**config.mk**
```make
export PLATFORM = sky130hd
export DESIGN_NAME = xbus_master
export DESIGN_NICKNAME = d
export VERILOG_FILES = /design/src/rtl/xbus_master.sv
export SDC_FILE = /design/constraint.sdc
export NUM_CORES = 1
export LEC_CHECK = 0
export ABC_AREA = 1
export BUFFER_PORTS_ARGS = -buffer_cell sky130_fd_sc_hd__buf_4
export CAP_MARGIN = 20
export CORE_ASPECT_RATIO = 0.7
export CORE_MARGIN = 5
export CORE_UTILIZATION = 31
export DETAILED_ROUTE_END_ITERATION = 12
export HOLD_SLACK_MARGIN = 0.03
export PLACE_DENSITY_LB_ADDON = 0.3
export SKIP_LAST_GASP = 1
export SYNTH_ARGS = -nofsm -noshare
export SYNTH_HDL_FRONTEND = slang
export SYNTH_SLANG_ARGS = --single-unit
```
**constraint.sdc**
```tcl
create_clock -name clk -period 1.5 [get_ports clk]
set_input_delay 0.3 -clock clk [delete_from_list [all_inputs] [get_ports clk]]
set_output_delay 0.3 -clock clk [all_outputs]
set_load 0.02 [all_outputs]
```
**src/rtl/xbus_master.sv**
```systemverilog
// Xbus initiator: runs one host command as a single xbus read or write and returns data plus
// an OK / NXM / TIMEOUT status, so a bad address can never hang the host.
module xbus_master #(
    parameter int NXM_CYCLES = 8,
    parameter int ACK_CYCLES = 64,
    parameter int CNT_W      = 7
) (
    input  logic        clk,
    input  logic        reset,
    input  logic        cmd_valid,
    output logic        cmd_ready,
    input  logic        cmd_write,
    input  logic [21:0] cmd_addr,
    input  logic [31:0] cmd_data,
    output logic        rsp_valid,
    input  logic        rsp_ready,
    output logic [31:0] rsp_data,
    output logic [1:0]  rsp_err,
    output logic        req,
    output logic        write,
    output logic [21:0] addr,
    output logic [31:0] dataout,
    input  logic [31:0] datain,
    input  logic        decode,
    input  logic        ack,
    output logic        busy
);

    localparam logic [1:0]       ERR_OK      = 2'b00;
    localparam logic [1:0]       ERR_NXM     = 2'b01;
    localparam logic [1:0]       ERR_TIMEOUT = 2'b10;
    localparam logic [CNT_W-1:0] NXM_LAST    = CNT_W'(NXM_CYCLES - 1);
    localparam logic [CNT_W-1:0] ACK_LAST    = CNT_W'(ACK_CYCLES - 1);
    localparam logic [CNT_W-1:0] CNT_ONE     = CNT_W'(1);

    typedef enum logic [1:0] {IDLE, REQ, RECOVER, RESP} state_t;

    state_t           state_q, state_d;
    logic             req_q, req_d;
    logic             write_q, write_d;
    logic [21:0]      addr_q, addr_d;
    logic [31:0]      dataout_q, dataout_d;
    logic             rsp_valid_q, rsp_valid_d;
    logic [31:0]      rsp_data_q, rsp_data_d;
    logic [1:0]       rsp_err_q, rsp_err_d;
    logic [CNT_W-1:0] cnt_q, cnt_d;
    logic             seen_q, seen_d;

    logic [CNT_W-1:0] cnt_inc;
    logic             bus_done;
    logic [1:0]       done_err;
    logic [31:0]      done_data;

    // One counter serves NXM wait, decode-to-ack wait and the recovery gap; it sticks at all-ones.
    assign cnt_inc = (cnt_q == '1) ? cnt_q : cnt_q + CNT_ONE;

    always_comb begin
        // NOTE: every _d starts from its held value so no branch leaves it unassigned (no latch).
        state_d     = state_q;
        req_d       = req_q;
        write_d     = write_q;
        addr_d      = addr_q;
        dataout_d   = dataout_q;
        rsp_valid_d = rsp_valid_q;
        rsp_data_d  = rsp_data_q;
        rsp_err_d   = rsp_err_q;
        cnt_d       = cnt_q;
        seen_d      = seen_q;
        bus_done    = 1'b0;
        done_err    = ERR_OK;
        done_data   = '0;

        case (state_q)
            IDLE: begin
                if (cmd_valid) begin
                    write_d   = cmd_write;
                    addr_d    = cmd_addr;
                    dataout_d = cmd_data;
                    req_d     = 1'b1;
                    cnt_d     = '0;
                    seen_d    = 1'b0;
                    state_d   = REQ;
                end
            end
            REQ: begin
                cnt_d = cnt_inc;
                if (decode && !seen_q) begin
                    seen_d = 1'b1;
                    cnt_d  = '0;
                end
                // ack wins over both timeouts; a decode arriving this cycle is not an NXM.
                if (ack) begin
                    bus_done  = 1'b1;
                    done_data = write_q ? '0 : datain;
                end else if (!seen_q && !decode && cnt_q == NXM_LAST) begin
                    bus_done = 1'b1;
                    done_err = ERR_NXM;
                end else if (seen_q && cnt_q == ACK_LAST) begin
                    bus_done = 1'b1;
                    done_err = ERR_TIMEOUT;
                end
                if (bus_done) begin
                    req_d      = 1'b0;
                    rsp_data_d = done_data;
                    rsp_err_d  = done_err;
                    cnt_d      = '0;
                    state_d    = RECOVER;
                end
            end
            RECOVER: begin
                // Two idle bus cycles let the slave ack pipeline drain before the next request.
                if (cnt_q == CNT_ONE) begin
                    rsp_valid_d = 1'b1;
                    cnt_d       = '0;
                    state_d     = RESP;
                end else begin
                    cnt_d = cnt_inc;
                end
            end
            RESP: begin
                if (rsp_ready) begin
                    rsp_valid_d = 1'b0;
                    state_d     = IDLE;
                end
            end
            default: state_d = IDLE;
        endcase
    end

    always_ff @(posedge clk) begin
        // NOTE: non-blocking only, so every flop samples the pre-edge _d values together.
        if (reset) begin
            state_q     <= IDLE;
            req_q       <= 1'b0;
            write_q     <= 1'b0;
            addr_q      <= '0;
            dataout_q   <= '0;
            rsp_valid_q <= 1'b0;
            rsp_data_q  <= '0;
            rsp_err_q   <= ERR_OK;
            cnt_q       <= '0;
            seen_q      <= 1'b0;
        end else begin
            state_q     <= state_d;
            req_q       <= req_d;
            write_q     <= write_d;
            addr_q      <= addr_d;
            dataout_q   <= dataout_d;
            rsp_valid_q <= rsp_valid_d;
            rsp_data_q  <= rsp_data_d;
            rsp_err_q   <= rsp_err_d;
            cnt_q       <= cnt_d;
            seen_q      <= seen_d;
        end
    end

    assign cmd_ready = (state_q == IDLE);
    assign busy      = (state_q != IDLE);
    assign req       = req_q;
    assign write     = write_q;
    assign addr      = addr_q;
    assign dataout   = dataout_q;
    assign rsp_valid = rsp_valid_q;
    assign rsp_data  = rsp_data_q;
    assign rsp_err   = rsp_err_q;

endmodule

```
==> impl_summary.txt <==
----------------------------------------------------
[Final layout]
  Antenna diode instance count ... 0
  Number of standard cells in the layout, taps in and fillers out ... 956
  Filler instances ... approximately 1400
  Final Cell Area ... between 6000 and 7000 um^2
  Area taken by multi-input logic gates ... 2098 um^2
  Final Net Count ... 860
  Fraction of layout cells with a size suffix above 1 ... 0.4791
  Area Growth Syn to Fin ... 53.43%
  Combined flip-flop and latch cell area ... 2033 um^2

[Placed design]
  Standard cell area after detailed placement ... between 6000 and 7000 um^2
  Port bufs ... roughly 190
  Global placement routability congestion ... 0.8016
  Placed Cells incl. Taps ... 931
  Setup WS pre-CTS ... -0.2109 ns
  Final HPWL DP ... between 9000 and 10000 um

[Detailed routing]
  Count of routing violations after the opening detailed-route iteration ... roughly 220
  Total iterations of the first detailed-routing run ... 4
  Residual DRC count ... 0
  Final wirelength ... around 13000 um
  Post-detailed-route wirelength per cell ... about 13 um
  Ratio of routed vias to standard cells ... about 4.4
  Post-DRT Antenna Nets ... 0
  Vias after detailed routing ... ~4200

[Worst setup path]
  R2R setup slack ... -0.12 ns
  Critical Path RT ... ~1.7 ns
  Reg2Reg Capture Point ... rsp_data[12]$_SDFFE_PP0P_
  Worst Path Class, Setup ... reg -> reg
  CP Capture Point ... rsp_data[12]$_SDFFE_PP0P_
  Worst reg2reg path startpoint ... cnt_q[1]$_SDFFE_PP0P_
  Setup crit start ... cnt_q[1]$_SDFFE_PP0P_
  Path depth of the worst reg2reg path ... 12
  Worst-path fanout max ... 8
  Startpoint types ... register
  Data arrival, critical path ... about 1.8 ns
  CP endpoint kind ... register

[Yosys]
  Number of enable flip-flop cells after synthesis ... 0
  Post-synth top area share ... 0.4617
  Async S/R FF share, synth ... 0
  Number of standard cells after synthesis ... roughly 560
  Cell types with the largest area share after synthesis ... sky130_fd_sc_hd__dfxtp_1 46%, sky130_fd_sc_hd__nor2_1 11%, sky130_fd_sc_hd__o21ai_2 10%, sky130_fd_sc_hd__o21ai_0 5.8%, sky130_fd_sc_hd__inv_1 4.5%
  Seq/Total Area, Yosys ... 0.4617
  Ys flop type ... sky130_fd_sc_hd__dfxtp_1
  Net count after synthesis ... 660
  Synthesized cell area ... 4379 um^2
  Warnings from Yosys ... 0
  Library cells used by synthesis ... 23
  Post-synthesis register bit count ... ~100
  Average cell area after synthesis ... about 8 um^2
  Cell with the most instances after synthesis ... sky130_fd_sc_hd__nor2_1
  Leading area contributor after synthesis ... sky130_fd_sc_hd__dfxtp_1
  Post-synth top cells ... 129 x sky130_fd_sc_hd__nor2_1, 101 x sky130_fd_sc_hd__dfxtp_1, 52 x sky130_fd_sc_hd__inv_1

[Clock network]
  Clock tree buffer depth ... 2
  Clock sink count ... 101
  Clock latency on the worst-skew pair ... 0.34 ns
  Clock tree from TritonCTS ... yes
  Number of H-tree levels ... 3
  Number of clock buffers inserted by TritonCTS ... 9
  CTS clock-pin slew for the worst setup and hold paths ... roughly 0.080 ns
  Buffer cell driving the clock tree root ... sky130_fd_sc_hd__clkbuf_16

[Min path]
  Hold path cells ... 3
  Classification of the worst-slack hold path ... in -> reg

[Floorplan]
  Overall die area ... 16640 um^2
  Site row count ... 36
  Die W ... around 150 um
  Initial Utilization ... 0.3157
  # IOs ... ~190
  Core region area ... 13870 um^2
  Die extent in y ... around 110 um

[Timing]
  Setup repair after global routing missed its margin ... true
  Final Setup Violations ... 35
  Final Max Slew Viols ... 0
  Final Hold Viols ... 0
  Worst hold slack after final layout ... 0.1861 ns
  Minimum setup slack in the final design ... -0.1220 ns
  Worst-case clock skew ... slightly below 0.008 ns
  Max-slew headroom at the worst pin ... 0.5592
  Achievable frequency ... about 620 MHz
  Clock period minus final worst setup slack ... about 1.6 ns
  Worst-Margin Slew ... roughly 0.66 ns
  Final Cycle Share ... 1.081

[Power]
  Static Leak ... 3.076 nW
  Peak supply drop ... approximately 0.89 mV
  Total power divided by cell area ... 1688 nW/um^2
  Power Total ... ~11 mW

[Run]
  Max capacitance violation total ... 0

[Global routing]
  Antenna violations before repair ... 0
  Residual overflow from global routing ... 0
  Vias in the first global route ... around 4200
  Global-route wire length before repair ... about 21000 um
  Total routing resource utilization after global routing ... 0.1515
  Pin count of the biggest net entering global routing ... between 50 and 60

[Run status]
  Violated checks ... negative setup slack
  Result of the run ... finished with violations

----------------------------------------------------
[cell usage in the layout (no fill, tap or decap), drive strengths merged]
cell    count
or2         2
xnor2       1
nand2      45
dfxtp     101
nand4       3
clkinv      2
o21ai     122
a21oi      18
nor2      162
buf       220
nand3       9
bufinv      1
clkbuf     12
inv        62
ha          6
[per-layer routing]
metal	share of wire	global-route usage	wire length [um]
met1	0.43	0.1836	5490
met5	0	0	0
met2	0.47	0.2490	6029
met4	0.0087	0.03464	112
met3	0.098	0.06963	1269
[kinds of logic (layout without fill, tap and decap cells)]
family / count (synthesis) / in the layout / share of synthesized area
AO/OA/AOI/OAI: 140 / 140 / 0.2029
XOR/XNOR: 1 / 1 / 0.002000
AND/OR/NAND/NOR: 221 / 221 / 0.2183
adder cells (fa/ha/maj): 6 / 6 / 0.01714
buffers and inverters: 92 / 297 / 0.09800
flip-flops: 101 / 101 / 0.4617
[power by group]
part | switching, mW | internal [mW]
logic | 2.94 | 2.31
clock network | 1.08 | 1.32
registers | 0.384 | 3.30
[worst min-delay path by stage]
stage	end	start	slack (ns)
global route	dataout[24]$_SDFFE_PP0P_	cmd_data[24]	0.19
detailed placement	rsp_valid$_SDFFE_PP0P_	rsp_valid$_SDFFE_PP0P_	0.44
CTS	addr[10]$_SDFFE_PP0P_	cmd_addr[10]	0.17
global placement	rsp_valid$_SDFFE_PP0P_	rsp_valid$_SDFFE_PP0P_	0.43
finish	addr[10]$_SDFFE_PP0P_	cmd_addr[10]	0.19
floorplan	addr[10]$_SDFFE_PP0P_	cmd_addr[10]	0.45
[worst max-delay path, stage by stage, from the launching register on]
cell                        delay [ns]
sky130_fd_sc_hd__dfxtp_4          0.36
sky130_fd_sc_hd__ha_4             0.14
sky130_fd_sc_hd__nand2_4          0.07
sky130_fd_sc_hd__nor2_4           0.10
sky130_fd_sc_hd__nand3_2          0.08
sky130_fd_sc_hd__nand2_2          0.08
sky130_fd_sc_hd__nor2_4           0.05
sky130_fd_sc_hd__nor2_4           0.12
sky130_fd_sc_hd__buf_12           0.15
sky130_fd_sc_hd__clkbuf_16        0.17
sky130_fd_sc_hd__o21ai_2          0.06
sky130_fd_sc_hd__o21ai_2          0.06
sky130_fd_sc_hd__nor2_2           0.04
[metrics by stage]
| stage | TNS, ns | utilization |
|---|---|---|
| final | -3.369 | 0.4843 |
| after floorplan | -1.459 | - |
| after global placement | -5.540 | 0.4408 |
| after CTS | -3.527 | 0.4756 |
| after global routing | -7.602 | 0.4843 |
| after detailed placement | -8.328 | 0.4408 |
[flip-flops by register name, indices dropped and copies added, names as in the netlist]
signal,count
addr,22
cnt_q,7
write,1
seen_q,1
rsp_data,32
rsp_err,2
dataout,32
state_q,2
rsp_valid,1
req,1
[layout make-up]
class                      count  share of cell area
clock buffer                  10             0.03408
clock inverter                 6             0.01099
inverter                      59             0.03333
multi-input combinational    368              0.3123
sequential                   101              0.3026
tap                          190             0.03538
timing repair buffer         222              0.2713
[repair_timing]
action                                  4_1_cts  5_1_grt
hold buffers                                  0        0
endpoints found under the setup margin       93       62
resized for setup                            24       30
setup buffers                                 6        1
gates cloned                                  2        2
pin swaps                                     5       14
(Power assumes the default switching activity.)
